`src/rtl/fifo_pkg.sv`:
```
// fifo_pkg: shared occupancy encoding and default widths for the FIFO read controller.
package fifo_pkg;
    typedef enum logic [1:0] {EMPTY = 2'd0, ONE = 2'd1, TWO = 2'd2} occ_e;
    localparam int WIDTH_DEF = 8;
    localparam int CNT_W_DEF = 16;
endpackage

```
`src/rtl/fifo_skid2.sv`:
```
// fifo_skid2: 2-entry in-order buffer with push/pop/flush; head is always the oldest entry.
module fifo_skid2
    import fifo_pkg::*;
#(
    parameter int WIDTH = WIDTH_DEF
) (
    input  logic             clk,
    input  logic             rst_n,
    input  logic             push,
    input  logic [WIDTH-1:0] push_data,
    input  logic             pop,
    input  logic             flush,
    output logic [1:0]       occ,
    output logic [WIDTH-1:0] head
);
    occ_e             occ_q, occ_d;
    logic [WIDTH-1:0] ent0_q, ent0_d, ent1_q, ent1_d;
    logic             do_pop;
    logic [1:0]       keep;
    always_comb begin
        do_pop = pop && occ_q != EMPTY;
        keep   = occ_q - {1'b0, do_pop};
        // entries left after the pop decide which slot a captured word lands in
        ent0_d = do_pop ? ent1_q : ent0_q;
        ent1_d = ent1_q;
        if (push && keep == 2'd0) ent0_d = push_data;
        if (push && keep != 2'd0) ent1_d = push_data;
        occ_d  = flush ? EMPTY : occ_e'(keep + {1'b0, push});
    end
    always_ff @(posedge clk) begin
        if (!rst_n) begin
            occ_q  <= EMPTY;
            ent0_q <= '0;
            ent1_q <= '0;
        end else begin
            occ_q  <= occ_d;
            ent0_q <= ent0_d;
            ent1_q <= ent1_d;
        end
    end
    assign occ  = occ_q;
    assign head = ent0_q;
endmodule

```
`src/rtl/fifo_rd_ctrl.sv`:
```
// fifo_rd_ctrl: turns a 1-cycle-latency FIFO read port into a full-throughput valid/ready stream.
module fifo_rd_ctrl
    import fifo_pkg::*;
#(
    parameter int WIDTH = WIDTH_DEF,
    parameter int CNT_W = CNT_W_DEF
) (
    input  logic             clk,
    input  logic             rst_n,
    input  logic             fifo_empty,
    output logic             fifo_rd_en,
    input  logic [WIDTH-1:0] fifo_data,
    input  logic             flush,
    output logic             m_valid,
    input  logic             m_ready,
    output logic [WIDTH-1:0] m_data,
    output logic [CNT_W-1:0] beat_cnt
);
    logic [1:0]       occ;
    logic             pend_q, pend_d, pop;
    logic [2:0]       level;
    logic [CNT_W-1:0] beat_cnt_q, beat_cnt_d;
    assign m_valid = occ != 2'd0;
    always_comb begin
        pop        = m_valid && m_ready;
        // slots committed after this edge: buffered + in flight - leaving
        level      = {1'b0, occ} + {2'b0, pend_q} - {2'b0, pop};
        fifo_rd_en = !fifo_empty && !flush && rst_n && level < 3'd2;
        pend_d     = fifo_rd_en;
        beat_cnt_d = beat_cnt_q + CNT_W'(pop);
    end
    always_ff @(posedge clk) begin
        if (!rst_n) begin
            pend_q     <= 1'b0;
            beat_cnt_q <= '0;
        end else begin
            pend_q     <= pend_d;
            beat_cnt_q <= beat_cnt_d;
        end
    end
    assign beat_cnt = beat_cnt_q;
    fifo_skid2 #(.WIDTH(WIDTH)) u_skid (
        .clk      (clk),
        .rst_n    (rst_n),
        .push     (pend_q),
        .push_data(fifo_data),
        .pop      (pop),
        .flush    (flush),
        .occ      (occ),
        .head     (m_data)
    );
endmodule
```
`config.mk`:
```
export PLATFORM = sky130hd
export DESIGN_NAME = fifo_rd_ctrl
export DESIGN_NICKNAME = d
export VERILOG_FILES = /design/src/rtl/fifo_pkg.sv /design/src/rtl/fifo_skid2.sv /design/src/rtl/fifo_rd_ctrl.sv
export SDC_FILE = /design/constraint.sdc
export NUM_CORES = 1
export LEC_CHECK = 0
export BUFFER_PORTS_ARGS = -buffer_cell sky130_fd_sc_hd__buf_2
export CORE_ASPECT_RATIO = 1.2
export CORE_MARGIN = 3
export CORE_UTILIZATION = 50
export DETAILED_ROUTE_END_ITERATION = 10
export PLACE_DENSITY_LB_ADDON = 0.1
export SETUP_SLACK_MARGIN = 0.15
export SYNTH_ARGS = -nofsm -noshare
export SYNTH_HDL_FRONTEND = slang
export SYNTH_HIERARCHICAL = 1
export SYNTH_SLANG_ARGS = --single-unit
export TNS_END_PERCENT = 10
```
`constraint.sdc`:
```
create_clock -name clk -period 6.05 [get_ports clk]
set_input_delay 0.605 -clock clk [delete_from_list [all_inputs] [get_ports clk]]
set_output_delay 0.605 -clock clk [all_outputs]
set_load 0.005 [all_outputs]
```
==> results of run 1 <==
[kinds of logic (layout without fill, tap and decap cells)]
family	after synthesis	count (layout)	synth area share (%)
buffers and inverters	13	53	4.04
and+or+nand+nor	60	60	23.0
muxes	10	10	6.09
DFF	35	35	42.7
AOI/OAI and AO/OA	35	35	12.3
xor gates and xnor gates	13	13	6.93
adders and majority gates	6	6	5.03
[where the power goes]
part	internal, mW	switching, mW	leakage [nW]
clock network	0.0684	0.0766	0.0386
logic	0.0107	0.0129	0.626
registers	0.234	0.00272	0.283
total	0.313	0.0922	0.948
[synth_stat cells, types with 2 or more instances]
library cell	number
buf_2	2
and2_1	14
inv_1	7
a21boi_1	8
nand4_1	2
xor2_1	7
dfxtp_1	35
nand2_1	8
a21oi_1	8
buf_6	2
o21ai_0	15
xnor2_1	6
nand3_1	14
ha_1	5
nor4_1	4
mux2i_1	10
clkbuf_1	2
nor3_1	3
o21ai_1	2
nand2b_1	4
[worst reg2reg max path: cells and delay by family (launching register included)]
| family | cells | cell delay (ns) |
|---|---|---|
| AND/OR/NAND/NOR | 4 | 0.86 |
| buffers and inverters | 2 | 0.16 |
| XOR/XNOR | 1 | 0.21 |
| adder cells (fa/ha/maj) | 2 | 0.55 |
| flip-flops | 1 | 0.41 |
| AO/OA/AOI/OAI | 1 | 0.27 |
[worst paths after layout]
kind	endpoint	slack, ns
setup reg to reg	u_skid/occ[1]	3.49
hold reg to reg	u_skid/ent1_q[3]	0.49
setup / recovery	fifo_rd_en	2.78
hold / removal	pend_q	0.44
[state kept, by name, indices dropped and copies added (netlist names)]
| signal | flops |
|---|---|
| u_skid/ent1_q | 8 |
| u_skid/head | 8 |
| u_skid/occ | 2 |
| beat_cnt | 16 |
| pend_q | 1 |
[area by class of cell]
class,instances,area share (%)
Clock buffer,8,3.61
Inverter,7,1.38
Multi-Input combinational cell,124,45.9
Sequential cell,35,36.7
Tap cell,36,2.36
Timing Repair Buffer,38,9.97
[metal layers]
layer | global-route usage [%] | up-vias | wire length, um
met3 | 5.40 | 2 | 168
met5 | 0 | - | 0
met2 | 33.1 | 27 | 1730
met4 | 7.83 | 0 | 24
met1 | 18.4 | 606 | 1350
li1 | - | 678 | -
[through the flow]
stage | utilization (%) | std cells | hold WS [ns] | power [mW]
2_1_floorplan | - | 172 | 0.452 | 0.255
3_3_place_gp | 59.1 | 240 | 0.453 | 0.265
3_5_place_dp | 59.1 | 240 | 0.471 | 0.266
4_1_cts | 61.3 | 248 | 0.417 | 0.411
5_1_grt | 61.3 | 248 | 0.426 | 0.422
6_report | 61.3 | 248 | 0.440 | 0.405
[placed cells by master (no fill, tap or decap), types with 8 or more instances in the layout]
cell type   n
buf_2      38
mux2i_1    10
o21ai_0    15
nand2_1     8
nand3_1    14
a21oi_1     8
and2_1     14
dfxtp_1    35
a21boi_1    8
==> results.sh, run 1 <==
export IMPL_hp_class="in2reg"
export IMPL_crit_type="reg2out"
export IMPL_clk_pin_slew_worst_paths_ns=0.10
export IMPL_powerDensity_nw_per_um2=213
export IMPL_r2r_start="u_skid/occ[1]"
export IMPL_hold_start="fifo_empty"
export IMPL_synth_edf_count=0
export IMPL_synth_top_area_share_pct=42.7
export IMPL_synth_cell_types=34
export IMPL_final_seq_area_um2=701
export IMPL_drv_slew=0
export IMPL_synthFlopType="dfxtp_1"
export IMPL_path_depth=8
export IMPL_place_hpwl_um=2280
export IMPL_status="finished clean"
export IMPL_die_area_um2=4010
export IMPL_max_freq_mhz=306
export IMPL_num_nets_final=230
export IMPL_drtAntennaViolNets=0
export IMPL_multi_input_area_um2=876
export IMPL_cts_resized=0
export IMPL_seq_area_frac_synth_pct=42.7
export IMPL_drive_gt1_share_pct=24.1
export IMPL_placed_area_um2=1840
export IMPL_io_buffer_count=38
export IMPL_cap_violations=0
export IMPL_synth_area_um2=1640
export IMPL_p_leak_nw=0.948
export IMPL_cts_sinks=35
export IMPL_rows=22
export IMPL_worst_ep_arrival_time_ns=2.66
export IMPL_syn_nets=191
export IMPL_clock_skew_ns=0.00179
export IMPL_track_usage_pct=17.9
export IMPL_via_count=1313
export IMPL_setup_viol_count_final=0
export IMPL_syn_mean_instance_area_um2=9.55
export IMPL_wirelength_um=3280
export IMPL_async_reset_ff_share_pct=0
export IMPL_die_height_um=68.8
export IMPL_crit_slowest_cell="fa_1"
export IMPL_dp_slack_ns=3.14
export IMPL_syn_inst=172
export IMPL_core_um2=3110
export IMPL_drt_pass1_iter_count=4
export IMPL_slew_headroom_pct=57.6
export IMPL_fin_crit_ns=3.27
export IMPL_worstSetupEndpointType="primary output"
export IMPL_worst_setup_path_start_kind="register"
export IMPL_vias_per_cell=5.29
export IMPL_die_x_um=58.3
export IMPL_diodes=0
export IMPL_holdPathStages=2
export IMPL_critPathLaunch="u_skid/occ[1]"
export IMPL_yosysWarnings=6
export IMPL_wl_per_cell_um=13.2
export IMPL_cts_root_buffer_cell="clkbuf_4"
export IMPL_peakVddDrop_v=0.000125
export IMPL_nFillCells=308
export IMPL_cts_made_buffers=5
export IMPL_drt_iter0_drc=26
export IMPL_drc=0
export IMPL_yosys_top_cells_area="dfxtp_1, mux2i_1, and2_1"
export IMPL_finalHoldViolCount=0
export IMPL_clk_path_buf_depth=2
export IMPL_post_route_period_util_pct=54.0
export IMPL_grt_pass1_wl_um=5410
export IMPL_boundaryPins=39
export IMPL_worst_slew_pin_slew_ns=0.635
export IMPL_grt_max_degree=38
export IMPL_rsz0062_at_grt="false"
export IMPL_critPathMaxFanout=9
export IMPL_reg2reg_depth=10
export IMPL_required_ns=5.44
export IMPL_area_delta_synth_final_pct=16.1
export IMPL_cts_setup_buffers=0
export IMPL_crit_buf_inv=1
export IMPL_clock_latency_ns=0.33
export IMPL_yosys_area_top_type="dfxtp_1"
export IMPL_h_tree_depth=2
export IMPL_initial_core_util_pct=52.8
export IMPL_finalSetupTns_ns=0
export IMPL_grt_pass1_vias=1259
export IMPL_fin_ws_ns=2.78
export IMPL_ys_ff_latch=35
export IMPL_cp_cell_sequence="or2_2 -> and2_1 -> ha_1 -> nand2b_1 -> fa_1 -> nand2_1 -> nor4_1 -> buf_2"
export IMPL_crit_family="simple AND/OR/NAND/NOR gates"
export IMPL_gr_total_overflow=0
export IMPL_hold_buffers=0
export IMPL_gp_congestion=0.758
export IMPL_final_area_um2=1910
export IMPL_max_stage_delay_ns=0.48
export IMPL_cts_tree="built"
export IMPL_antenna_found_initial=0
No activity file was read; power rests on OpenSTA's default activity.
==> run 2, diff against run 1 <==
--- a/config.mk
+++ b/config.mk
@@ -8,7 +8,7 @@
 export BUFFER_PORTS_ARGS = -buffer_cell sky130_fd_sc_hd__buf_2
 export CORE_ASPECT_RATIO = 1.2
 export CORE_MARGIN = 3
-export CORE_UTILIZATION = 50
+export CORE_UTILIZATION = 47
 export DETAILED_ROUTE_END_ITERATION = 10
 export PLACE_DENSITY_LB_ADDON = 0.1
 export SETUP_SLACK_MARGIN = 0.15
==> constraint.sdc (replaced) <==
create_clock -name clk -period 2.8 [get_ports clk]
set_input_delay 0.28 -clock clk [delete_from_list [all_inputs] [get_ports clk]]
set_output_delay 0.28 -clock clk [all_outputs]
set_load 0.005 [all_outputs]
==> run 2 against run 1 <==
Compared with the run above:
- critical path depth unchanged
- count of clock-buffer cells in the layout decreased by 2
- global-route usage decreased by 0.87 points
- hold slack got worse by 0.27 ns
- wire length increased by 5.7%
==> results.sh, run 2 (synthesis results as in run 1) <==
export IMPL_track_usage_pct=17.0
export IMPL_powerDensity_nw_per_um2=430
export IMPL_gr_total_overflow=0
export IMPL_max_stage_delay_ns=0.50
export IMPL_wirelength_um=3460
export IMPL_wl_per_cell_um=13.8
export IMPL_cts_made_buffers=5
export IMPL_hold_ws_ns=0.172
export IMPL_die_x_um=60.0
export IMPL_fin_crit_ns=2.71
export IMPL_power_switching_mw=0.198
export IMPL_final_seq_area_um2=703
export IMPL_fin_ws_ns=0.0870
export IMPL_diodes=0
export IMPL_crit_type="reg2out"
export IMPL_cap_violations=0
export IMPL_multi_input_area_um2=918
export IMPL_core_um2=3190
export IMPL_via_count=1323
export IMPL_initial_core_util_pct=51.4
export IMPL_final_area_um2=1970
export IMPL_slew_headroom_pct=57.9
export IMPL_clk_pin_slew_worst_paths_ns=0.10
export IMPL_sw_frac_of_total_pct=23.4
export IMPL_drtAntennaViolNets=0
export IMPL_largest_reg_flops=16
export IMPL_required_ns=2.52
export IMPL_grt_pass1_vias=1300
export IMPL_grt_pass1_wl_um=5590
export IMPL_p_clk_share_pct=32.8
export IMPL_clock_skew_ns=0.0122
export IMPL_area_delta_synth_final_pct=19.9
export IMPL_cp_cell_sequence="or2_4 -> and2_4 -> ha_4 -> nand2b_4 -> fa_1 -> nand2_2 -> nor4_4 -> buf_2"
export IMPL_antenna_found_initial=0
export IMPL_nFillCells=297
export IMPL_peakVddDrop_v=0.000325
export IMPL_drt_iter0_drc=38
export IMPL_status="finished clean"
export IMPL_drv_slew=0
export IMPL_rows=22
export IMPL_worst_slew_pin_slew_ns=0.632
export IMPL_final_cell_mix="buf_2, dfxtp_1, o21ai_0"
export IMPL_power_mw=0.847
export IMPL_post_route_period_util_pct=96.9
export IMPL_clk_path_buf_depth=2
export IMPL_internal_power_mw=0.649
export IMPL_critPathMaxFanout=2
export IMPL_vias_per_cell=5.27
export IMPL_dp_slack_ns=0.260
export IMPL_crit_slowest_cell="fa_1"
export IMPL_cts_sinks=35
export IMPL_stdcell_count=251
export IMPL_worst_ep_arrival_time_ns=2.43
export IMPL_place_hpwl_um=2340
export IMPL_finalSetupTns_ns=0
export IMPL_drc=0
export IMPL_finalHoldViolCount=0
export IMPL_final_util_pct=61.7
export IMPL_p_comb_share_pct=7.1
export IMPL_num_nets_final=234
export IMPL_final_common_cell="buf_2"
export IMPL_drive_gt1_share_pct=28.8
export IMPL_h_tree_depth=2
export IMPL_io_buffer_count=38
export IMPL_worstSetupEndpointType="primary output"
export IMPL_cts_tree="built"
export IMPL_setup_viol_count_final=0
export IMPL_cts_root_buffer_cell="clkbuf_4"
export IMPL_p_leak_nw=0.977
export IMPL_rsz0062_at_grt="true"
export IMPL_gp_congestion=0.760
export IMPL_worst_setup_path_start_kind="register"
export IMPL_hold_buffers=0
export IMPL_boundaryPins=39
export IMPL_max_freq_mhz=369
export IMPL_place_inst=242
export IMPL_placed_area_um2=1850
export IMPL_seqPwrFrac_pct=60.1
export IMPL_die_area_um2=4240
export IMPL_drt_pass1_iter_count=4
export IMPL_clock_latency_ns=0.34
export IMPL_die_height_um=70.8
export IMPL_hp_class="in2reg"
export IMPL_grt_max_degree=38
-- run 2: layout make-up --
type / count / area share (%)
Multi-Input combinational cell: 124 / 46.6
Sequential cell: 35 / 35.7
Timing Repair Buffer: 42 / 11.2
Clock buffer: 6 / 2.60
Tap cell: 36 / 2.29
Inverter: 7 / 1.33
Clock inverter: 1 / 0.254
-- run 2: final timing paths --
kind              cells after the start            end           from  slack, ns
setup reg to reg                     11  u_skid/occ[1]  u_skid/occ[1]       0.39
hold / removal                        2         pend_q     fifo_empty       0.17
hold reg to reg                       2   beat_cnt[15]   beat_cnt[15]       0.47
setup / recovery                      8     fifo_rd_en  u_skid/occ[1]       0.09
-- run 2: worst max-delay path, delay by kind of cell (launching register included) --
family / cells / cell delay, ns
simple gates: 5 / 0.90
fa+ha+maj: 2 / 0.70
flops: 1 / 0.33
buf+inv: 1 / 0.17
-- run 2: power groups by stage --
stage	clock network [mW]	registers, mW	logic, mW
after global routing	0.310	0.511	0.0685
after floorplan	0	0.522	0.0282
after global placement	0	0.521	0.0534
after CTS	0.289	0.509	0.0589
final	0.278	0.509	0.0605
after detailed placement	0	0.521	0.0545
-- run 2: per-layer routing --
metal	up-vias	part of all wire (%)	wire length [um]	track usage [%]
met1	596	42	1470	19.0
met5	-	0	0	0
met2	31	50	1730	29.1
met3	8	5.1	177	3.83
met4	0	2.4	82	8.87
li1	688	-	-	-
-- run 2: what timing repair did --
item                       4_1_cts  5_1_grt
gates cloned                     0        0
pin swaps                        3        2
setup buffers                    2        0
hold endpoints to repair         0        0
setup endpoints to repair        1        1
resized for setup                8        1
==> run 3, diff against run 2 <==
--- a/config.mk
+++ b/config.mk
@@ -7,7 +7,7 @@
 export LEC_CHECK = 0
 export BUFFER_PORTS_ARGS = -buffer_cell sky130_fd_sc_hd__buf_2
 export CORE_ASPECT_RATIO = 1.2
-export CORE_MARGIN = 3
+export CORE_MARGIN = 5
 export CORE_UTILIZATION = 47
 export DETAILED_ROUTE_END_ITERATION = 10
 export PLACE_DENSITY_LB_ADDON = 0.1
==> constraint.sdc (replaced) <==
create_clock -name clk -period 2.8 [get_ports clk]
set_input_delay 0.42 -clock clk [delete_from_list [all_inputs] [get_ports clk]]
set_output_delay 0.42 -clock clk [all_outputs]
set_load 0.005 [all_outputs]
==> run 3 against run 2 <==
Compared with the run above:
- power rose by 9.5%
- cell count rose by 1.2%
- global-route usage fell by 1.5 points
- fmax rose by 1.4%
- combinational power fell by 2%
- clock skew fell by 0.0045 ns
- hold slack improved by 0.15 ns
- sequential share of layout area fell by 0.61 points
- wire length fell by 0.90%
==> results.sh, run 3 (synthesis results as in run 1) <==
export IMPL_r2r_start="u_skid/occ[0]"
export IMPL_wl_per_cell_um=13.5
export IMPL_cap_violations=0
export IMPL_hold_buffers=0
export IMPL_die_height_um=74.8
export IMPL_status="finished clean"
export IMPL_p_leak_nw=0.998
export IMPL_place_hpwl_um=2510
export IMPL_drtAntennaViolNets=0
export IMPL_die_area_um2=4780
export IMPL_die_x_um=64.0
export IMPL_peakVddDrop_v=0.000376
export IMPL_required_ns=2.38
export IMPL_critPathMaxFanout=2
export IMPL_rows=23
export IMPL_cts_tree="built"
export IMPL_cts_made_buffers=5
export IMPL_num_nets_final=236
export IMPL_drive_gt1_share_pct=29.5
export IMPL_gp_congestion=0.763
export IMPL_vias_per_cell=5.30
export IMPL_post_route_period_util_pct=95.6
export IMPL_grt_pass1_vias=1353
export IMPL_drt_pass1_iter_count=5
export IMPL_reg2reg_depth=11
export IMPL_max_freq_mhz=374
export IMPL_final_cell_mix="buf_2, dfxtp_1, o21ai_0"
export IMPL_gr_total_overflow=0
export IMPL_drv_slew=0
export IMPL_holdPathEnd="pend_q"
export IMPL_setup_viol_count_final=0
export IMPL_worst_slew_pin_slew_ns=0.303
export IMPL_powerDensity_nw_per_um2=462
export IMPL_final_common_cell="buf_2"
export IMPL_clk_pin_slew_worst_paths_ns=0.07
export IMPL_initial_core_util_pct=48.8
export IMPL_drc=0
export IMPL_h_tree_depth=2
export IMPL_crit_type="reg2out"
export IMPL_final_util_pct=59.7
export IMPL_holdPathStages=2
export IMPL_slew_headroom_pct=79.6
export IMPL_via_count=1347
export IMPL_worst_ep_arrival_time_ns=2.26
export IMPL_cts_sinks=35
export IMPL_largest_reg_flops=16
export IMPL_finalSetupTns_ns=0
export IMPL_cts_root_buffer_cell="clkbuf_8"
export IMPL_finalHoldViolCount=0
export IMPL_grt_max_degree=38
export IMPL_r2r_end="u_skid/occ[1]"
export IMPL_power_mw=0.928
export IMPL_stdcell_count=254
export IMPL_hp_class="in2reg"
export IMPL_core_um2=3370
export IMPL_boundaryPins=39
export IMPL_wirelength_um=3430
export IMPL_place_inst=245
export IMPL_diodes=0
export IMPL_grt_pass1_wl_um=5940
export IMPL_hold_start="fifo_empty"
export IMPL_track_usage_pct=15.5
export IMPL_io_buffer_count=38
export IMPL_worstSetupEndpointType="primary output"
export IMPL_drt_iter0_drc=76
export IMPL_rsz0062_at_grt="true"
export IMPL_clock_latency_ns=0.28
export IMPL_ff2ff_setup_slack_ns=0.60
export IMPL_fin_crit_ns=2.68
export IMPL_area_delta_synth_final_pct=22.4
export IMPL_clock_skew_ns=0.00769
export IMPL_nFillCells=327
export IMPL_worst_setup_path_start_kind="register"
export IMPL_clk_path_buf_depth=2
export IMPL_antenna_found_initial=0
-- run 3: critical path, cell delays in order (launching register included) --
cell and delay, ns:
dfxtp_4 0.34, or2_4 0.22, and2_4 0.15, ha_4 0.21
nand2b_4 0.14, fa_1 0.49, nand2_2 0.06, nor4_2 0.22
buf_2 0.15
-- run 3: worst max path at each step --
| stage | endpoint | startpoint | slack (ns) |
|---|---|---|---|
| after floorplan | fifo_rd_en | u_skid/occ[1] | 0.28 |
| after global placement | fifo_rd_en | u_skid/occ[0] | 0.28 |
| after detailed placement | fifo_rd_en | u_skid/occ[0] | 0.15 |
| after CTS | fifo_rd_en | u_skid/occ[0] | 0.07 |
| after global routing | fifo_rd_en | u_skid/occ[1] | 0.03 |
| final | fifo_rd_en | u_skid/occ[0] | 0.12 |
-- run 3: report_power, final --
group | internal (mW) | switching [mW]
clock | 0.193 | 0.167
combinational | 0.0274 | 0.0321
sequential | 0.505 | 0.00349
-- run 3: stage by stage --
step	setup slack, ns	cell area [um^2]	hold WS (ns)
after floorplan	0.282	1640	0.452
after global placement	0.283	1870	0.451
after detailed placement	0.150	1870	0.468
after CTS	0.0658	2000	0.309
after global routing	0.0322	2010	0.320
final	0.124	2010	0.327
-- run 3: metal layers --
layer  vias up  GRT usage, %  share of wire [%]
li1        688             -                  -
met2        33          29.6                 52
met1       622          16.1                 41
met3         4          4.78                6.2
met4         0          4.85               0.99
met5         -             0                  0
-- run 3: final cells by class --
type	instances	area (um^2)	share of cell area, %
clock buffers	6	82.6	4.11
clock inverters	1	5.00	0.249
inverters	7	26.3	1.31
multi-input cells	124	910	45.2
flip-flops and latches	35	706	35.1
well taps	37	46.3	2.30
repair buffers	44	235	11.7
-- run 3: timing repair --
action | 4_1_cts | 5_1_grt
pin swaps | 2 | 1
resized for setup | 6 | 3
buffers inserted | 2 | 0
endpoints found under the setup margin | 1 | 1
cloned | 0 | 0
